File: src/rtl/graphite_cmd_encoder_if.sv
// graphite_cmd_encoder_if: request side and command-stream side of the graphite command encoder.
interface graphite_cmd_encoder_if #(parameter int CMD_STREAM_WIDTH = 16);
    logic                        req_valid_i;
    logic                        req_ready_o;
    logic [1:0]                  req_op_i;
    logic [11:0]                 req_x0_i, req_y0_i, req_x1_i, req_y1_i, req_x2_i, req_y2_i;
    logic [11:0]                 req_u0_i, req_v0_i, req_u1_i, req_v1_i, req_u2_i, req_v2_i;
    logic [11:0]                 req_color_i;
    logic                        cmd_axis_tvalid_o;
    logic                        cmd_axis_tready_i;
    logic [CMD_STREAM_WIDTH-1:0] cmd_axis_tdata_o;
    logic                        busy_o;
    logic                        done_o;
    modport slave (
        input  req_valid_i, req_op_i, req_x0_i, req_y0_i, req_x1_i, req_y1_i, req_x2_i, req_y2_i,
               req_u0_i, req_v0_i, req_u1_i, req_v1_i, req_u2_i, req_v2_i, req_color_i, cmd_axis_tready_i,
        output req_ready_o, cmd_axis_tvalid_o, cmd_axis_tdata_o, busy_o, done_o
    );
    modport master (
        output req_valid_i, req_op_i, req_x0_i, req_y0_i, req_x1_i, req_y1_i, req_x2_i, req_y2_i,
               req_u0_i, req_v0_i, req_u1_i, req_v1_i, req_u2_i, req_v2_i, req_color_i, cmd_axis_tready_i,
        input  req_ready_o, cmd_axis_tvalid_o, cmd_axis_tdata_o, busy_o, done_o
    );
endinterface

File: src/rtl/graphite_cmd_encoder.sv
// graphite_cmd_encoder: turns CLEAR/LINE/TRIANGLE requests into a registered stream of
// {opcode, payload} command words, optionally skipping SET words the decoder already holds.
module graphite_cmd_encoder #(
    parameter int CMD_STREAM_WIDTH   = 16,
    parameter bit SUPPRESS_REDUNDANT = 1'b1
) (
    input logic                   clk,
    input logic                   reset_i,
    graphite_cmd_encoder_if.slave bus
);
    typedef enum logic {IDLE, EMIT} state_t;
    state_t                      state_q, state_d;
    logic [3:0]                  step_q, step_d, nstep, nopc, cur_opc;
    logic [1:0]                  op_q, op_d, nop;
    logic [11:0]                 fld_q[13], fld_d[13], src[13], shadow_q[13], shadow_d[13];
    logic [12:0]                 shv_q, shv_d;
    logic                        tvalid_q, tvalid_d, done_q, done_d;
    logic [CMD_STREAM_WIDTH-1:0] tdata_q, tdata_d;
    logic                        accept, hs, last, skip, load;
    logic [11:0]                 npay;

    function automatic logic [3:0] opcode_of(input logic [1:0] op, input logic [3:0] step);
        return op == 2'd0 ? (step == 4'd0 ? 4'd12 : 4'd13) :
               op == 2'd1 ? (step < 4'd4 ? step : (step == 4'd4 ? 4'd12 : 4'd14)) :
               (step < 4'd13 ? step : 4'd15);
    endfunction

    // The word for the next step is prepared one cycle ahead, so outputs come straight from flops.
    always_comb begin
        accept  = state_q == IDLE && bus.req_valid_i;
        hs      = tvalid_q && bus.cmd_axis_tready_i;
        cur_opc = opcode_of(op_q, step_q);
        last    = step_q == (op_q == 2'd0 ? 4'd1 : op_q == 2'd1 ? 4'd5 : 4'd13);
        src     = fld_q;
        if (accept)
            src = '{bus.req_x0_i, bus.req_y0_i, bus.req_x1_i, bus.req_y1_i, bus.req_x2_i, bus.req_y2_i,
                    bus.req_u0_i, bus.req_v0_i, bus.req_u1_i, bus.req_v1_i, bus.req_u2_i, bus.req_v2_i,
                    bus.req_color_i};
        nop      = accept ? bus.req_op_i : op_q;
        nstep    = accept ? 4'd0 : step_q + 4'd1;
        nopc     = opcode_of(nop, nstep);
        npay     = nopc < 4'd13 ? src[nopc] : 12'h000;
        skip     = SUPPRESS_REDUNDANT && nopc < 4'd13 && shv_q[nopc] && shadow_q[nopc] == npay;
        load     = accept ? bus.req_op_i != 2'd3 : state_q == EMIT && (hs ? !last : !tvalid_q);
        state_d  = state_q;
        step_d   = step_q;
        op_d     = op_q;
        fld_d    = fld_q;
        shadow_d = shadow_q;
        shv_d    = shv_q;
        tvalid_d = tvalid_q;
        tdata_d  = tdata_q;
        done_d   = accept && bus.req_op_i == 2'd3;
        if (accept) begin
            op_d    = bus.req_op_i;
            fld_d   = src;
            step_d  = 4'd0;
            state_d = bus.req_op_i == 2'd3 ? IDLE : EMIT;
        end
        if (hs && cur_opc < 4'd13) begin
            shadow_d[cur_opc] = tdata_q[11:0];
            shv_d[cur_opc]    = 1'b1;
        end
        if (hs && last) begin
            state_d  = IDLE;
            tvalid_d = 1'b0;
            done_d   = 1'b1;
        end
        if (load) begin
            step_d   = nstep;
            tvalid_d = !skip;
            tdata_d  = {nopc, npay};
        end
    end

    always_ff @(posedge clk or negedge reset_i) begin
        if (!reset_i) begin
            state_q  <= IDLE;
            step_q   <= '0;
            op_q     <= '0;
            fld_q    <= '{default: '0};
            shadow_q <= '{default: '0};
            shv_q    <= '0;
            tvalid_q <= 1'b0;
            tdata_q  <= '0;
            done_q   <= 1'b0;
        end else begin
            state_q  <= state_d;
            step_q   <= step_d;
            op_q     <= op_d;
            fld_q    <= fld_d;
            shadow_q <= shadow_d;
            shv_q    <= shv_d;
            tvalid_q <= tvalid_d;
            tdata_q  <= tdata_d;
            done_q   <= done_d;
        end
    end

    assign bus.req_ready_o       = state_q == IDLE;
    assign bus.busy_o            = state_q != IDLE;
    assign bus.cmd_axis_tvalid_o = tvalid_q;
    assign bus.cmd_axis_tdata_o  = tdata_q;
    assign bus.done_o            = done_q;
endmodule

File: src/flat_wrapper.sv
// flat-port wrapper written by rule: the top's interface ports become plain ports
module graphite_cmd_encoder_flat 
#(
    parameter int CMD_STREAM_WIDTH   = 16,
    parameter bit SUPPRESS_REDUNDANT = 1'b1
)
  (clk, reset_i, bus_req_valid_i, bus_req_op_i, bus_req_x0_i, bus_req_y0_i, bus_req_x1_i, bus_req_y1_i, bus_req_x2_i, bus_req_y2_i, bus_req_u0_i, bus_req_v0_i, bus_req_u1_i, bus_req_v1_i, bus_req_u2_i, bus_req_v2_i, bus_req_color_i, bus_cmd_axis_tready_i, bus_req_ready_o, bus_cmd_axis_tvalid_o, bus_cmd_axis_tdata_o, bus_busy_o, bus_done_o);
  graphite_cmd_encoder_if #(.CMD_STREAM_WIDTH(CMD_STREAM_WIDTH)) bus_i ();
  input logic clk;
  input logic reset_i;
  input wire logic [$bits(bus_i.req_valid_i)-1:0] bus_req_valid_i;
  input wire logic [$bits(bus_i.req_op_i)-1:0] bus_req_op_i;
  input wire logic [$bits(bus_i.req_x0_i)-1:0] bus_req_x0_i;
  input wire logic [$bits(bus_i.req_y0_i)-1:0] bus_req_y0_i;
  input wire logic [$bits(bus_i.req_x1_i)-1:0] bus_req_x1_i;
  input wire logic [$bits(bus_i.req_y1_i)-1:0] bus_req_y1_i;
  input wire logic [$bits(bus_i.req_x2_i)-1:0] bus_req_x2_i;
  input wire logic [$bits(bus_i.req_y2_i)-1:0] bus_req_y2_i;
  input wire logic [$bits(bus_i.req_u0_i)-1:0] bus_req_u0_i;
  input wire logic [$bits(bus_i.req_v0_i)-1:0] bus_req_v0_i;
  input wire logic [$bits(bus_i.req_u1_i)-1:0] bus_req_u1_i;
  input wire logic [$bits(bus_i.req_v1_i)-1:0] bus_req_v1_i;
  input wire logic [$bits(bus_i.req_u2_i)-1:0] bus_req_u2_i;
  input wire logic [$bits(bus_i.req_v2_i)-1:0] bus_req_v2_i;
  input wire logic [$bits(bus_i.req_color_i)-1:0] bus_req_color_i;
  input wire logic [$bits(bus_i.cmd_axis_tready_i)-1:0] bus_cmd_axis_tready_i;
  output wire logic [$bits(bus_i.req_ready_o)-1:0] bus_req_ready_o;
  output wire logic [$bits(bus_i.cmd_axis_tvalid_o)-1:0] bus_cmd_axis_tvalid_o;
  output wire logic [$bits(bus_i.cmd_axis_tdata_o)-1:0] bus_cmd_axis_tdata_o;
  output wire logic [$bits(bus_i.busy_o)-1:0] bus_busy_o;
  output wire logic [$bits(bus_i.done_o)-1:0] bus_done_o;
  assign bus_i.req_valid_i = bus_req_valid_i;
  assign bus_i.req_op_i = bus_req_op_i;
  assign bus_i.req_x0_i = bus_req_x0_i;
  assign bus_i.req_y0_i = bus_req_y0_i;
  assign bus_i.req_x1_i = bus_req_x1_i;
  assign bus_i.req_y1_i = bus_req_y1_i;
  assign bus_i.req_x2_i = bus_req_x2_i;
  assign bus_i.req_y2_i = bus_req_y2_i;
  assign bus_i.req_u0_i = bus_req_u0_i;
  assign bus_i.req_v0_i = bus_req_v0_i;
  assign bus_i.req_u1_i = bus_req_u1_i;
  assign bus_i.req_v1_i = bus_req_v1_i;
  assign bus_i.req_u2_i = bus_req_u2_i;
  assign bus_i.req_v2_i = bus_req_v2_i;
  assign bus_i.req_color_i = bus_req_color_i;
  assign bus_i.cmd_axis_tready_i = bus_cmd_axis_tready_i;
  assign bus_req_ready_o = bus_i.req_ready_o;
  assign bus_cmd_axis_tvalid_o = bus_i.cmd_axis_tvalid_o;
  assign bus_cmd_axis_tdata_o = bus_i.cmd_axis_tdata_o;
  assign bus_busy_o = bus_i.busy_o;
  assign bus_done_o = bus_i.done_o;
  graphite_cmd_encoder #(.CMD_STREAM_WIDTH(CMD_STREAM_WIDTH), .SUPPRESS_REDUNDANT(SUPPRESS_REDUNDANT)) u_core (.clk(clk), .reset_i(reset_i), .bus(bus_i));
endmodule
File: config.mk
export PLATFORM = sky130hd
export DESIGN_NAME = graphite_cmd_encoder_flat
export DESIGN_NICKNAME = d
export VERILOG_FILES = /design/src/rtl/graphite_cmd_encoder_if.sv /design/src/rtl/graphite_cmd_encoder.sv /design/src/flat_wrapper.sv
export SDC_FILE = /design/constraint.sdc
export NUM_CORES = 1
export LEC_CHECK = 0
export BUFFER_PORTS_ARGS = -buffer_cell sky130_fd_sc_hd__buf_2
export CORE_ASPECT_RATIO = 0.7
export CORE_MARGIN = 5
export CORE_UTILIZATION = 45
export CTS_CLUSTER_DIAMETER = 50
export DETAILED_ROUTE_END_ITERATION = 16
export PLACE_DENSITY = 0.6
export REMOVE_ABC_BUFFERS = 1
export SLEW_MARGIN = 20
export SYNTH_ARGS = -nofsm -noshare
export SYNTH_HDL_FRONTEND = slang
export SYNTH_SLANG_ARGS = --single-unit
File: constraint.sdc
create_clock -name clk -period 7.27 [get_ports clk]
set_input_delay 0.3635 -clock clk [delete_from_list [all_inputs] [get_ports clk]]
set_output_delay 0.3635 -clock clk [all_outputs]
set_load 0.05 [all_outputs]
==> impl_metrics.py <==
metrics = {
    "power": {
        "p_leak_nw": 9.51,
        "peakVddDrop_uv": 309,
        "power.density_cell_area_nw_per_um2": 533,
    },
    "detailed_routing": {
        "routedWlPerCell_um": 22.1,
        "drt-initial-drc-count": 1521,
        "via_count": 13200,
        "drc": 0,
        "routed_via_density": 5.64,
        "drt_wl_total_mm": 51.8,
        "ant_nets": 0,
        "drtPass1Iterations": 5,
    },
    "critical_path": {
        "rrSetupSlack_ns": 2.32,
        "cp-end-kind": "register",
        "cp_slowest_cell": "nor2_4",
        "path_max_fanout": 38,
        "max_stage_delay_ns": 0.79,
        "worst-path-stages": 14,
        "worstRegToRegCells": 14,
        "path_cells": "inv_1, ha_1, and2b_1, nand4_1, o21bai_2, or2_4, nor2_4, buf_4, mux2_2, a2111oi_0, a211oi_1, xor2_1, nor4_2, a31oi_1",
        "cp_num_buf_inv": 2,
        "r2r_end": "u_core.bus.cmd_axis_tvalid_o",
        "start_kind": "register",
        "crit_family": "simple AND/OR/NAND/NOR gates",
        "worstPathArrival_ns": 5.34,
        "crit_end": "u_core.bus.cmd_axis_tvalid_o",
        "worstReg2RegStart": "u_core.step_q[0]",
        "cp-startpoint": "u_core.step_q[0]",
        "path_class": "reg2reg",
        "cp.required_ns": 7.66,
    },
    "clock_tree": {
        "clock_latency_ns": 0.54,
        "clock-sinks": 350,
        "root_buffer": "clkbuf_16",
        "path_clk_slew_ns": 0.07,
        "cts_made_buffers": 37,
        "clockBufferDepth": 3,
        "cts_max_level": 2,
        "cts_tree": "yes",
    },
    "timing": {
        "hold_violations": 0,
        "worst_pin_slew_ns": 1.12,
        "grt_setup_unrepaired": "false",
        "slew_headroom": 0.252,
        "fmax_mhz": 202,
        "fin_tns_setup_ns": 0,
        "timing.hold.ws_ns": 0.0391,
        "final.min_clock_period_ns": 4.95,
        "setup_viol": 0,
        "maxSlewViolCount": 0,
        "finalWorstSetupSlack_ns": 2.32,
        "period_share": 0.681,
        "skew_ns": 0.0115,
    },
    "global_route": {
        "grt_usage": 0.242,
        "grt_pass1_vias": 13500,
        "overflow": 0,
        "antenna_found_initial": 1,
        "grt_pass1_wl_mm": 80.9,
        "grt_start_max_net_pins": 123,
    },
    "die": {
        "ios": 182,
        "dieArea_um2": 41900,
        "die_h_um": 173,
        "core_area_um2": 37300,
        "die_x_um": 243,
        "core.rowCount": 59,
        "start_util": 0.457,
    },
    "place": {
        "dp_hpwl_mm": 33.4,
        "port_buffers": 181,
        "place_ws_ns": 2.36,
        "gp_congestion": 0.878,
    },
    "logic_synthesis": {
        "yosysTopAreaCellShare": 0.514,
        "synth-edff-count": 0,
        "synth-seq-cells": 350,
        "synth_top_area_cell": "dfrtp_1",
        "syn_inst": 1716,
        "synth_warnings": 0,
        "synth_area_um2": 17000,
        "yosysSeqAreaShare": 0.514,
        "synthMostInstantiatedCell": "nand2_1",
        "synth_ff_type": "dfrtp_1",
        "ys_async_sr_fraction": 1.00,
        "ys_types": 81,
        "yosys-top-cells-count": "nand2_1, dfrtp_1, mux2_2",
        "avgSynthCellArea_um2": 9.93,
        "ys_top_cells_by_area": "dfrtp_1, mux2_2, nand2_1",
    },
    "worst_hold_path": {
        "min_path_type": "in2reg",
        "min_from": "bus_req_y1_i[8]",
    },
    "run": {
        "drv_cap": 0,
    },
    "status": {
        "outcome": "finished clean",
    },
    "final_layout": {
        "area_growth_pct": 14.1,
        "layout-drive-gt1-share": 0.258,
        "fillers": 3428,
        "final_net_count": 1996,
    },
}
-- per-stage QoR --
step,area (µm²),cells,total power [mW],utilization
after global routing,19400,2344,11.0,0.521
after global placement,18100,2278,8.23,0.487
after detailed placement,18100,2278,8.30,0.487
final,19400,2345,10.4,0.521
after floorplan,16400,1584,6.53,-
after CTS,19400,2344,10.3,0.521
-- where the power goes --
| part | total [mW] | switching (mW) | leakage [nW] | internal (mW) |
|---|---|---|---|---|
| logic | 5.16 | 3.41 | 4.43 | 1.75 |
| clock network | 1.99 | 0.798 | 0.628 | 1.20 |
| registers | 3.21 | 0.482 | 4.45 | 2.73 |
-- worst min-delay path: cells and delay by family --
kind,cells,cell delay [ns]
buffers and inverters,1,0.08
and+or+nand+nor,2,0.10
-- cells in the final DEF, fill, tap and decap left out, types with 6 or more instances in the layout --
cell type,count
o211ai_1,17
inv_1,37
and3_1,11
nor2_1,46
o21ai_0,52
buf_4,25
or3_1,7
nand2b_1,9
nand2_1,464
nor3_1,39
buf_2,180
a211oi_1,18
or2_2,10
nand4_1,6
mux2_2,169
clkbuf_1,7
o32ai_1,8
a311oi_1,7
mux2i_1,76
xor2_1,12
nand3_1,49
dfrtp_1,350
clkbuf_8,7
clkbuf_16,39
a31oi_1,16
a21oi_1,66
-- metal layers --
layer	vias to the layer above	global-route usage	wire (µm)
met1	6560	0.370	24400
met4	0	0.0527	956
met5	-	0	0
li1	6095	-	-
met3	73	0.0514	3830
met2	489	0.358	22700
-- timing repair --
| action | 4_1_cts | 5_1_grt |
|---|---|---|
| hold endpoints to repair | 82 | 0 |
| hold buffers | 1 | 0 |
| setup buffers | 0 | 0 |
| resized for setup | 0 | 0 |
-- state kept, by name (all words and copies together) (netlist names) --
register,cells
u_core.bus.cmd_axis_tdata_o,16
u_core.bus.busy_o,1
u_core.step_q,4
u_core.bus.done_o,1
u_core.op_q,2
u_core.fld_q,156
u_core.bus.cmd_axis_tvalid_o,1
u_core.shv_q,13
u_core.shadow_q,156
-- worst min-delay path by stage --
stage / endpoint / slack, ns / cells after the start
after floorplan: u_core.bus.busy_o / 0.07 / 0
after global placement: u_core.shv_q[9] / 0.45 / 1
after detailed placement: u_core.shv_q[12] / 0.45 / 1
after CTS: u_core.fld_q[116] / 0.02 / 3
after global routing: u_core.fld_q[121] / 0.06 / 3
final: u_core.fld_q[116] / 0.04 / 3
-- cell type report --
cell class | instances | area, µm² | area share
diodes | 1 | 2.50 | 0.000129
clock inverters | 12 | 171 | 0.00882
clock buffers | 53 | 1100 | 0.0565
multi-input cells | 1197 | 7550 | 0.388
well taps | 488 | 611 | 0.0314
flip-flops and latches | 350 | 8760 | 0.451
repair buffers | 207 | 1110 | 0.0573
inverters | 37 | 139 | 0.00714
-- cells by family after synthesis --
| kind of cell | synth area share |
|---|---|
| AND/OR/NAND/NOR | 0.171 |
| adder cells (fa/ha/maj) | 0.00294 |
| flip-flops | 0.514 |
| AO/OA/AOI/OAI | 0.0959 |
| multiplexers | 0.158 |
| buffers and inverters | 0.0475 |
| XOR/XNOR | 0.0106 |
Power figures use the tool's default switching activity.
